`src/rtl/tinysoc_pkg.sv`:
```
// tinysoc_pkg: shared tinySoC definitions.
//   ptr_op_e   - pair-op encodings (PTR_NONE, PTR_INC, PTR_DEC, PTR_ADD)
//   DATA_W_DEF - default core data width
package tinysoc_pkg;

    localparam int DATA_W_DEF = 8;

    typedef enum logic [1:0] {
        PTR_NONE = 2'b00,
        PTR_INC  = 2'b01,
        PTR_DEC  = 2'b10,
        PTR_ADD  = 2'b11
    } ptr_op_e;

endpackage

```
`src/rtl/pair_adder.sv`:
```
// pair_adder: combinational 2*DATA_W-bit pointer adder with wrap detection.
//   value - current pair value
//   op    - ptr_op encoding (none/inc/dec/add)
//   off   - signed offset used by PTR_ADD, sign-extended to 2*DATA_W bits
//   sum   - value + delta modulo 2^(2*DATA_W)
//   wrap  - the sum crossed 0 / 2^(2*DATA_W)
module pair_adder
    import tinysoc_pkg::*;
#(
    parameter int DATA_W = DATA_W_DEF
) (
    input  logic [2*DATA_W-1:0] value,
    input  logic [1:0]          op,
    input  logic [DATA_W-1:0]   off,
    output logic [2*DATA_W-1:0] sum,
    output logic                wrap
);

    logic [2*DATA_W-1:0] delta;
    logic                carry;
    logic                neg;

    always_comb begin
        delta = (op == PTR_INC) ? {{(2*DATA_W-1){1'b0}}, 1'b1} :
                (op == PTR_DEC) ? {(2*DATA_W){1'b1}} :
                (op == PTR_ADD) ? {{DATA_W{off[DATA_W-1]}}, off} :
                                  {(2*DATA_W){1'b0}};
        {carry, sum} = {1'b0, value} + {1'b0, delta};
        // A negative delta wraps exactly when the unsigned add produces no carry.
        neg = (op == PTR_DEC) || ((op == PTR_ADD) && off[DATA_W-1]);
        wrap = (op != PTR_NONE) && (carry ^ neg);
    end

endmodule

```
`src/rtl/reg_file_pair.sv`:
```
// reg_file_pair: NUM_REGS x DATA_W register file with even/odd pointer pairs.
//   clk, rst          - clock, synchronous active-high reset
//   wr_en/sel/data    - single write port
//   a_sel, b_sel      - read port selects, out_a/out_b results
//   ptr_sel           - pair index p, pair = {r[2p+1], r[2p]}
//   ptr_op, ptr_off   - in-place inc/dec/add on the selected pair
//   out_ptr           - current pair value
//   ptr_wrap          - registered: last pair op wrapped
//   ptr_conflict      - registered: last pair op was suppressed by a write to its pair
module reg_file_pair
    import tinysoc_pkg::*;
#(
    parameter int DATA_W   = DATA_W_DEF,
    parameter int NUM_REGS = 16,
    parameter int BYPASS   = 0,
    localparam int AW      = $clog2(NUM_REGS)
) (
    input  logic                clk,
    input  logic                rst,
    input  logic                wr_en,
    input  logic [AW-1:0]       wr_sel,
    input  logic [DATA_W-1:0]   wr_data,
    input  logic [AW-1:0]       a_sel,
    input  logic [AW-1:0]       b_sel,
    input  logic [AW-2:0]       ptr_sel,
    input  logic [1:0]          ptr_op,
    input  logic [DATA_W-1:0]   ptr_off,
    output logic [DATA_W-1:0]   out_a,
    output logic [DATA_W-1:0]   out_b,
    output logic [2*DATA_W-1:0] out_ptr,
    output logic                ptr_wrap,
    output logic                ptr_conflict
);

    logic [DATA_W-1:0]   r [NUM_REGS];
    logic [AW-1:0]       lo_idx;
    logic [AW-1:0]       hi_idx;
    logic [2*DATA_W-1:0] sum;
    logic                wrap;
    logic                op_act;
    logic                conflict;
    logic                upd;
    logic                byp;

    assign lo_idx   = {ptr_sel, 1'b0};
    assign hi_idx   = {ptr_sel, 1'b1};
    assign op_act   = ptr_op != PTR_NONE;
    // A write into the selected pair wins; the pair op is dropped entirely.
    assign conflict = wr_en && (wr_sel[AW-1:1] == ptr_sel);
    assign upd      = op_act && !conflict;
    assign byp      = (BYPASS != 0) && wr_en;

    pair_adder #(.DATA_W(DATA_W)) u_add (
        .value (out_ptr_raw()),
        .op    (ptr_op),
        .off   (ptr_off),
        .sum   (sum),
        .wrap  (wrap)
    );

    function automatic logic [2*DATA_W-1:0] out_ptr_raw();
        return {r[hi_idx], r[lo_idx]};
    endfunction

    always_comb begin
        out_a   = (byp && a_sel == wr_sel) ? wr_data : r[a_sel];
        out_b   = (byp && b_sel == wr_sel) ? wr_data : r[b_sel];
        out_ptr = {(byp && hi_idx == wr_sel) ? wr_data : r[hi_idx],
                   (byp && lo_idx == wr_sel) ? wr_data : r[lo_idx]};
    end

    always_ff @(posedge clk) begin
        if (rst) begin
            for (int i = 0; i < NUM_REGS; i++) r[i] <= '0;
            ptr_wrap     <= 1'b0;
            ptr_conflict <= 1'b0;
        end else begin
            if (upd) begin
                r[lo_idx] <= sum[DATA_W-1:0];
                r[hi_idx] <= sum[2*DATA_W-1:DATA_W];
            end
            if (wr_en) r[wr_sel] <= wr_data;
            ptr_wrap     <= upd && wrap;
            ptr_conflict <= op_act && conflict;
        end
    end

endmodule

```
`config.mk`:
```
export PLATFORM = sky130hd
export DESIGN_NAME = reg_file_pair
export DESIGN_NICKNAME = d
export VERILOG_FILES = /design/src/rtl/tinysoc_pkg.sv /design/src/rtl/pair_adder.sv /design/src/rtl/reg_file_pair.sv
export SDC_FILE = /design/constraint.sdc
export NUM_CORES = 1
export LEC_CHECK = 0
export CAP_MARGIN = 20
export CORE_MARGIN = 4
export CORE_UTILIZATION = 58
export DETAILED_ROUTE_END_ITERATION = 16
export PLACE_DENSITY_LB_ADDON = 0.15
export SLEW_MARGIN = 30
export SYNTH_ARGS = -nofsm -noshare
export SYNTH_HDL_FRONTEND = slang
export SYNTH_SLANG_ARGS = --single-unit
```
`constraint.sdc`:
```
create_clock -name clk -period 9.7 [get_ports clk]
set_input_delay 1.94 -clock clk [delete_from_list [all_inputs] [get_ports clk]]
set_output_delay 1.94 -clock clk [all_outputs]
set_load 0.02 [all_outputs]
```
==> results.yml, run 1 <==
floorplanning:
  initial_standard_cell_utilization_of_the_core: 0.602
  core_region_area_mm2: 0.0154
  die_area_mm2: 0.0181
  ioPinCount: 70
  fp.dieW_um: 134
  fp-row-count: 45
  dieHeight_um: 134
grt:
  grt_pass1_vias: 7772
  grt.met1_usage: 0.483
  top_usage_layer: "met2"
  grtUsageMet3: 0.129
  grt_usage: 0.383
  groute.layer.met2.usage: 0.601
  antenna_found_initial: 0
  maximum_number_of_pins_on_one_net_before_global_route_repair: 49
  gr-total-overflow: 0
  grt_pass1_wl_um: 49800
flow_run:
  maxcap_violations: 0
placed_design:
  pre_cts_slack_ps: 2720
  place.port_buffers: 69
  place_hpwl_um: 24600
  routabilityCongestion: 1.04
timing:
  setup_viol: 0
  final.setup.tns_ps: 0
  final_skew_ps: 9.08
  final_max_slew_viols: 0
  timing.final.crit_share: 0.714
  finalWorstSetupSlack_ps: 2780
  rsz_0062_raised_after_global_routing: "false"
  timing_worst_slew_pin_value_ps: 1000
  timing.final.hold_violations: 0
  min_period_ps: 6920
  max_freq_ghz: 0.144
  max-slew-margin-rel: 0.325
status:
  result_of_the_run: "completed"
logic_synthesis:
  post-synth-top-area-fraction: 0.414
  synth_ff_type: "edfxtp_1"
  synthMostInstantiatedCell: "edfxtp_1"
  post_synth_num_cell_types: 63
  netlist_area_mm2: 0.00928
  syn_area_per_cell_um2: 12.4
  yosys_warnings: 0
  postSynthNetCount: 796
  post_synth_edffs: 128
  synth.largest_area_cell: "edfxtp_1"
  post_synth_most_frequent_cells: "128 x edfxtp_1, 97 x a22o_1, 91 x mux4_2"
  syn_inst: 750
  yosysSeqAreaShare: 0.418
  postSynth.asyncResetShare: 0
  ys_ff_latch: 130
  synth.top_cells.by_area: "edfxtp_1 41%, mux4_2 22%, a22o_1 9.2%, nand2_1 3.2%, mux2i_1 1.8%"
cts:
  cts_resized: 0
  maximum_count_of_clock_buffers_along_a_single_path: 2
  cts.sink_count: 130
  cts_max_level: 4
  cts_buffers: 17
  cts_post_setup_buffers_inserted: 0
  cts_tree: "done"
  worst_skew_pair.late_latency_ps: 430
  worst_setup_hold_path_clk_slew_ps: 60
  clk_root_buffer_cell: "clkbuf_16"
  hold_buf_count_cts: 0
power_and_ir_drop:
  switchingPower_uw: 545
  leakagePower_uw: 0.00375
  seq_power_share: 0.392
  power.clock.fraction: 0.365
  vdd_ir_drop_max_mv: 0.122
  comb_power_share: 0.243
  sw_frac_of_total: 0.307
  cellInternalPower_uw: 1230
  powerDensity_mw_per_mm2: 166
finish:
  multi_input_comb_area_mm2: 0.00511
  layout.area.seq_mm2: 0.00388
  antennaDiodeCount: 0
  drive_gt1_frac: 0.209
  nets: 833
  area_delta_synth_final_pct: 15.3
  n_fill_cell: 1152
routing:
  detail_route.iter0.violations: 1520
  num_vias: 7957
  firstDrtPassIters: 8
  routed_wire_length_per_instance_um: 33.6
  number_of_nets_with_antenna_violations_after_detailed_routing: 0
  drc: 0
  detail_route.wirelength_um: 34000
  via_per_inst: 7.87
critical_path:
  cpLargestDelayFamily: "buffers and inverters"
  critical_path.startpoint_type: "primary input"
  crit_buf_inv: 4
  critPathMaxFanout: 24
  cell_chain_of_the_critical_path: "clkdlybuf4s50_1, buf_4, nor2_1, a221o_1, a222oi_1, inv_1, clkdlybuf4s50_1"
  timing.critical_path.mode_cell: "clkdlybuf4s50_1"
  critical-path-max-stage-delay_ps: 710
  crit_path_top_delay_cell: "a222oi_1"
  worst_ep_required_time_ps: 7760
  path_class: "in -> out"
  critPathCaptureType: "output pin"
  cp_data_arrival_time_ps: 4980
min_path:
  hp-class: "reg -> reg"
==> cells in the final DEF (no fill, tap or decap), types with 8 or more instances in the layout <==
cell,n
mux2i_1,17
mux4_2,91
ha_1,9
a22o_1,97
buf_4,20
o21ai_1,27
edfxtp_1,128
nand2_1,78
nor3_1,11
o21ai_0,18
xnor2_1,11
or3_1,17
clkdlybuf4s50_1,65
a21oi_1,14
clkbuf_16,17
nand2b_1,9
nor2_1,44
o21a_1,8
inv_1,8
==> power by group through the flow <==
stage	Sequential, µW	Combinational (µW)	Clock (µW)
after global placement	702	409	0
after floorplan	680	279	0
after CTS	692	418	646
after detailed placement	704	416	0
final	697	431	650
after global routing	696	453	674
==> path summary, 6_finish.rpt <==
check	from	to	slack (ps)	cells past startpoint
setup / recovery	ptr_sel[0]	out_ptr[15]	2780	7
hold reg to reg	r[1][7]	ptr_wrap	1070	4
setup reg to reg	r[4][5]	r[3][4]	5660	11
hold / removal	r[1][7]	ptr_wrap	1070	4
==> layout make-up <==
class,count,area share
multi-input combinational,541,0.478
sequential,130,0.363
timing repair buffer,86,0.0753
clock buffer,18,0.0401
tap,211,0.0247
clock inverter,14,0.0154
inverter,11,0.00386
==> cell families (layout without fill, tap and decap cells) <==
logic type | Yosys count | count (layout) | synth area share
buffers and inverters | 79 | 129 | 0.0342
adder cells (fa/ha/maj) | 10 | 10 | 0.0143
XOR/XNOR | 17 | 17 | 0.0177
AND/OR/NAND/NOR | 189 | 189 | 0.0937
AO/OA/AOI/OAI | 209 | 209 | 0.172
multiplexers | 116 | 116 | 0.249
flip-flops | 130 | 130 | 0.418
==> state kept, by name, indices dropped and copies added (netlist names) <==
| register | flops |
|---|---|
| r | 128 |
| ptr_conflict | 1 |
| ptr_wrap | 1 |
==> per-stage QoR <==
step	hold WS [ps]	cell area, µm²	cells	power [µW]	util
final	1070	10700	1011	1780	0.694
after global routing	1110	10700	1011	1820	0.694
after CTS	1020	10700	1011	1760	0.692
after detailed placement	1020	10100	979	1120	0.654
after global placement	1010	10100	979	1110	0.652
after floorplan	762	9280	750	959	-
==> worst min-delay path: stages (launching register included) <==
cell      delay [ps]
edfxtp_1         440
a222oi_1         260
nand2_1          140
mux2i_1           60
and2_1           140
==> per-layer routing <==
layer  share of wire  vias up
li1                -     3145
met1            0.33     3847
met2            0.46      798
met3            0.15      167
met4           0.063        0
met5               0        -
(Power assumes the default switching activity.)
==> run 2: changes to the inputs <==
- clock period: 9.7 -> 6.9 ns (I/O delays scaled with it)
==> run 2 against run 1 <==
- power rose by 43%
- sequential share of layout area fell by 0.29 points
- final area rose by 0.82%
- flip-flop and latch count did not move
==> results.yml, run 2 (synthesized netlist as in run 1, its figures left out) <==
floorplanning:
  die_area_mm2: 0.0181
  dieHeight_um: 134
  core_region_area_mm2: 0.0154
  ioPinCount: 70
  fp.dieW_um: 134
  fp-row-count: 45
  initial_standard_cell_utilization_of_the_core: 0.602
routing:
  detail_route.wirelength_um: 36900
  detail_route.iter0.violations: 1417
  via_per_inst: 8.04
  firstDrtPassIters: 5
  number_of_nets_with_antenna_violations_after_detailed_routing: 0
  drc: 0
  num_vias: 8211
  routed_wire_length_per_instance_um: 36.1
min_path:
  timing.hold.worst_endpoint: "ptr_wrap"
  hp-class: "reg -> reg"
  number_of_stages_on_the_worst_hold_path: 4
  timing.hold.worst.start: "r[1][7]"
cts:
  cts_max_level: 4
  cts_tree: "done"
  worst_skew_pair.late_latency_ps: 430
  hold_buf_count_cts: 0
  worst_setup_hold_path_clk_slew_ps: 70
  maximum_count_of_clock_buffers_along_a_single_path: 2
  cts_resized: 0
  clk_root_buffer_cell: "clkbuf_16"
  cts.sink_count: 130
  cts_buffers: 17
  cts_post_setup_buffers_inserted: 0
flow_run:
  maxcap_violations: 0
finish:
  regMostFlops: "r"
  n_fill_cell: 1095
  antennaDiodeCount: 0
  reg_top3: "r: 128 flops, ptr_conflict: 1 flops, ptr_wrap: 1 flops"
  largest_register_ff_count: 128
  area_delta_synth_final_pct: 16.2
  nets: 843
  drive_gt1_frac: 0.226
  most-common-layout-cells: "128 x edfxtp_1, 97 x a22o_1, 91 x mux4_2"
  final_common_cell: "edfxtp_1"
timing:
  max-slew-margin-rel: 0.236
  timing.final.hold_violations: 0
  final.setup.tns_ps: 0
  timing.final.crit_share: 0.834
  final_max_slew_viols: 0
  timing_worst_slew_pin_value_ps: 1140
  min_period_ps: 5750
  rsz_0062_raised_after_global_routing: "false"
  setup_viol: 0
  max_freq_ghz: 0.174
  final_skew_ps: 8.99
critical_path:
  critical-path-max-stage-delay_ps: 630
  crit_path_top_delay_cell: "o221ai_1"
  critPathCaptureType: "flop"
  cell_chain_of_the_critical_path: "buf_2, clkinv_1, nor2_1, a22oi_1, o221ai_1, ha_1, a211oi_1, nor2_1, o211ai_1, inv_1, a221oi_2, o221ai_2, xnor2_2, o21ai_1"
  timing.reg2reg.setup_slack_ps: 2640
  worstRegToRegCells: 12
  cpLargestDelayFamily: "compound AO/OA/AOI/OAI gates"
  critPathMaxFanout: 24
  r2r-end: "r[7][7]"
  timing.critical_path.mode_cell: "nor2_1"
  crit_buf_inv: 3
  path_class: "in -> reg"
  worst_ep_required_time_ps: 7060
  cp_data_arrival_time_ps: 5910
  critical_path.startpoint_type: "primary input"
  timing.rr.start: "r[12][5]"
grt:
  grt_usage: 0.418
  gr-total-overflow: 0
  grt_pass1_wl_um: 53800
  antenna_found_initial: 0
  grt_pass1_vias: 8145
  maximum_number_of_pins_on_one_net_before_global_route_repair: 34
placed_design:
  place.port_buffers: 69
  routabilityCongestion: 1.05
  place_hpwl_um: 26500
status:
  result_of_the_run: "completed"
power_and_ir_drop:
  vdd_ir_drop_max_mv: 0.163
  post-layout-total-power_uw: 2540
  powerDensity_mw_per_mm2: 235
  leakagePower_uw: 0.00382
run 2: stage by stage:
stage	setup WS, ps	hold slack, ps	instances	utilization	area [µm²]
finish	1150	1000	1021	0.699	10800
global route	969	1070	1021	0.699	10800
CTS	1280	989	1021	0.697	10800
detailed placement	975	986	989	0.658	10200
global placement	990	971	989	0.658	10200
floorplan	1670	762	750	-	9280
run 2: how the worst max path moves through the flow:
| stage | slack [ps] | to | start | depth (start not counted) |
|---|---|---|---|---|
| after floorplan | 1670 | r[11][6] | ptr_sel[2] | 16 |
| after global placement | 990 | r[15][7] | ptr_sel[2] | 14 |
| after detailed placement | 970 | r[7][7] | ptr_sel[2] | 14 |
| after CTS | 1280 | out_ptr[15] | ptr_sel[0] | 7 |
| after global routing | 970 | r[15][7] | ptr_sel[1] | 14 |
| final | 1150 | r[7][7] | ptr_sel[2] | 14 |
run 2: layer usage:
layer  global-route usage  routed length, µm  vias up
li1                     -                  -     3180
met1                0.519              11900     3912
met2                0.624              16000      884
met3                0.149               5870      235
met4                0.267               3130        0
met5                    0                  0        -
run 2: area by class of cell:
type                       count  area [µm²]  share of cell area
tap                          211         264              0.0245
multi-input combinational    541        5140               0.476
timing repair buffer          96         863              0.0800
clock inverter                15         171              0.0159
inverter                      11        41.3             0.00383
sequential                   130        3880               0.360
clock buffer                  17         425              0.0394
run 2: worst reg2reg max path, delay by kind of cell, from the launching register on:
family	cells	cell delay (ps)
DFF	1	430
muxes	1	310
AOI/OAI and AO/OA	7	1680
xor gates and xnor gates	1	470
buffers and inverters	1	150
adders and majority gates	1	470
and+or+nand+nor	1	470
run 2: power by group:
part | switching [µW] | total (µW) | internal, µW
Clock | 377 | 919 | 542
Sequential | 54.7 | 977 | 922
Combinational | 389 | 643 | 253
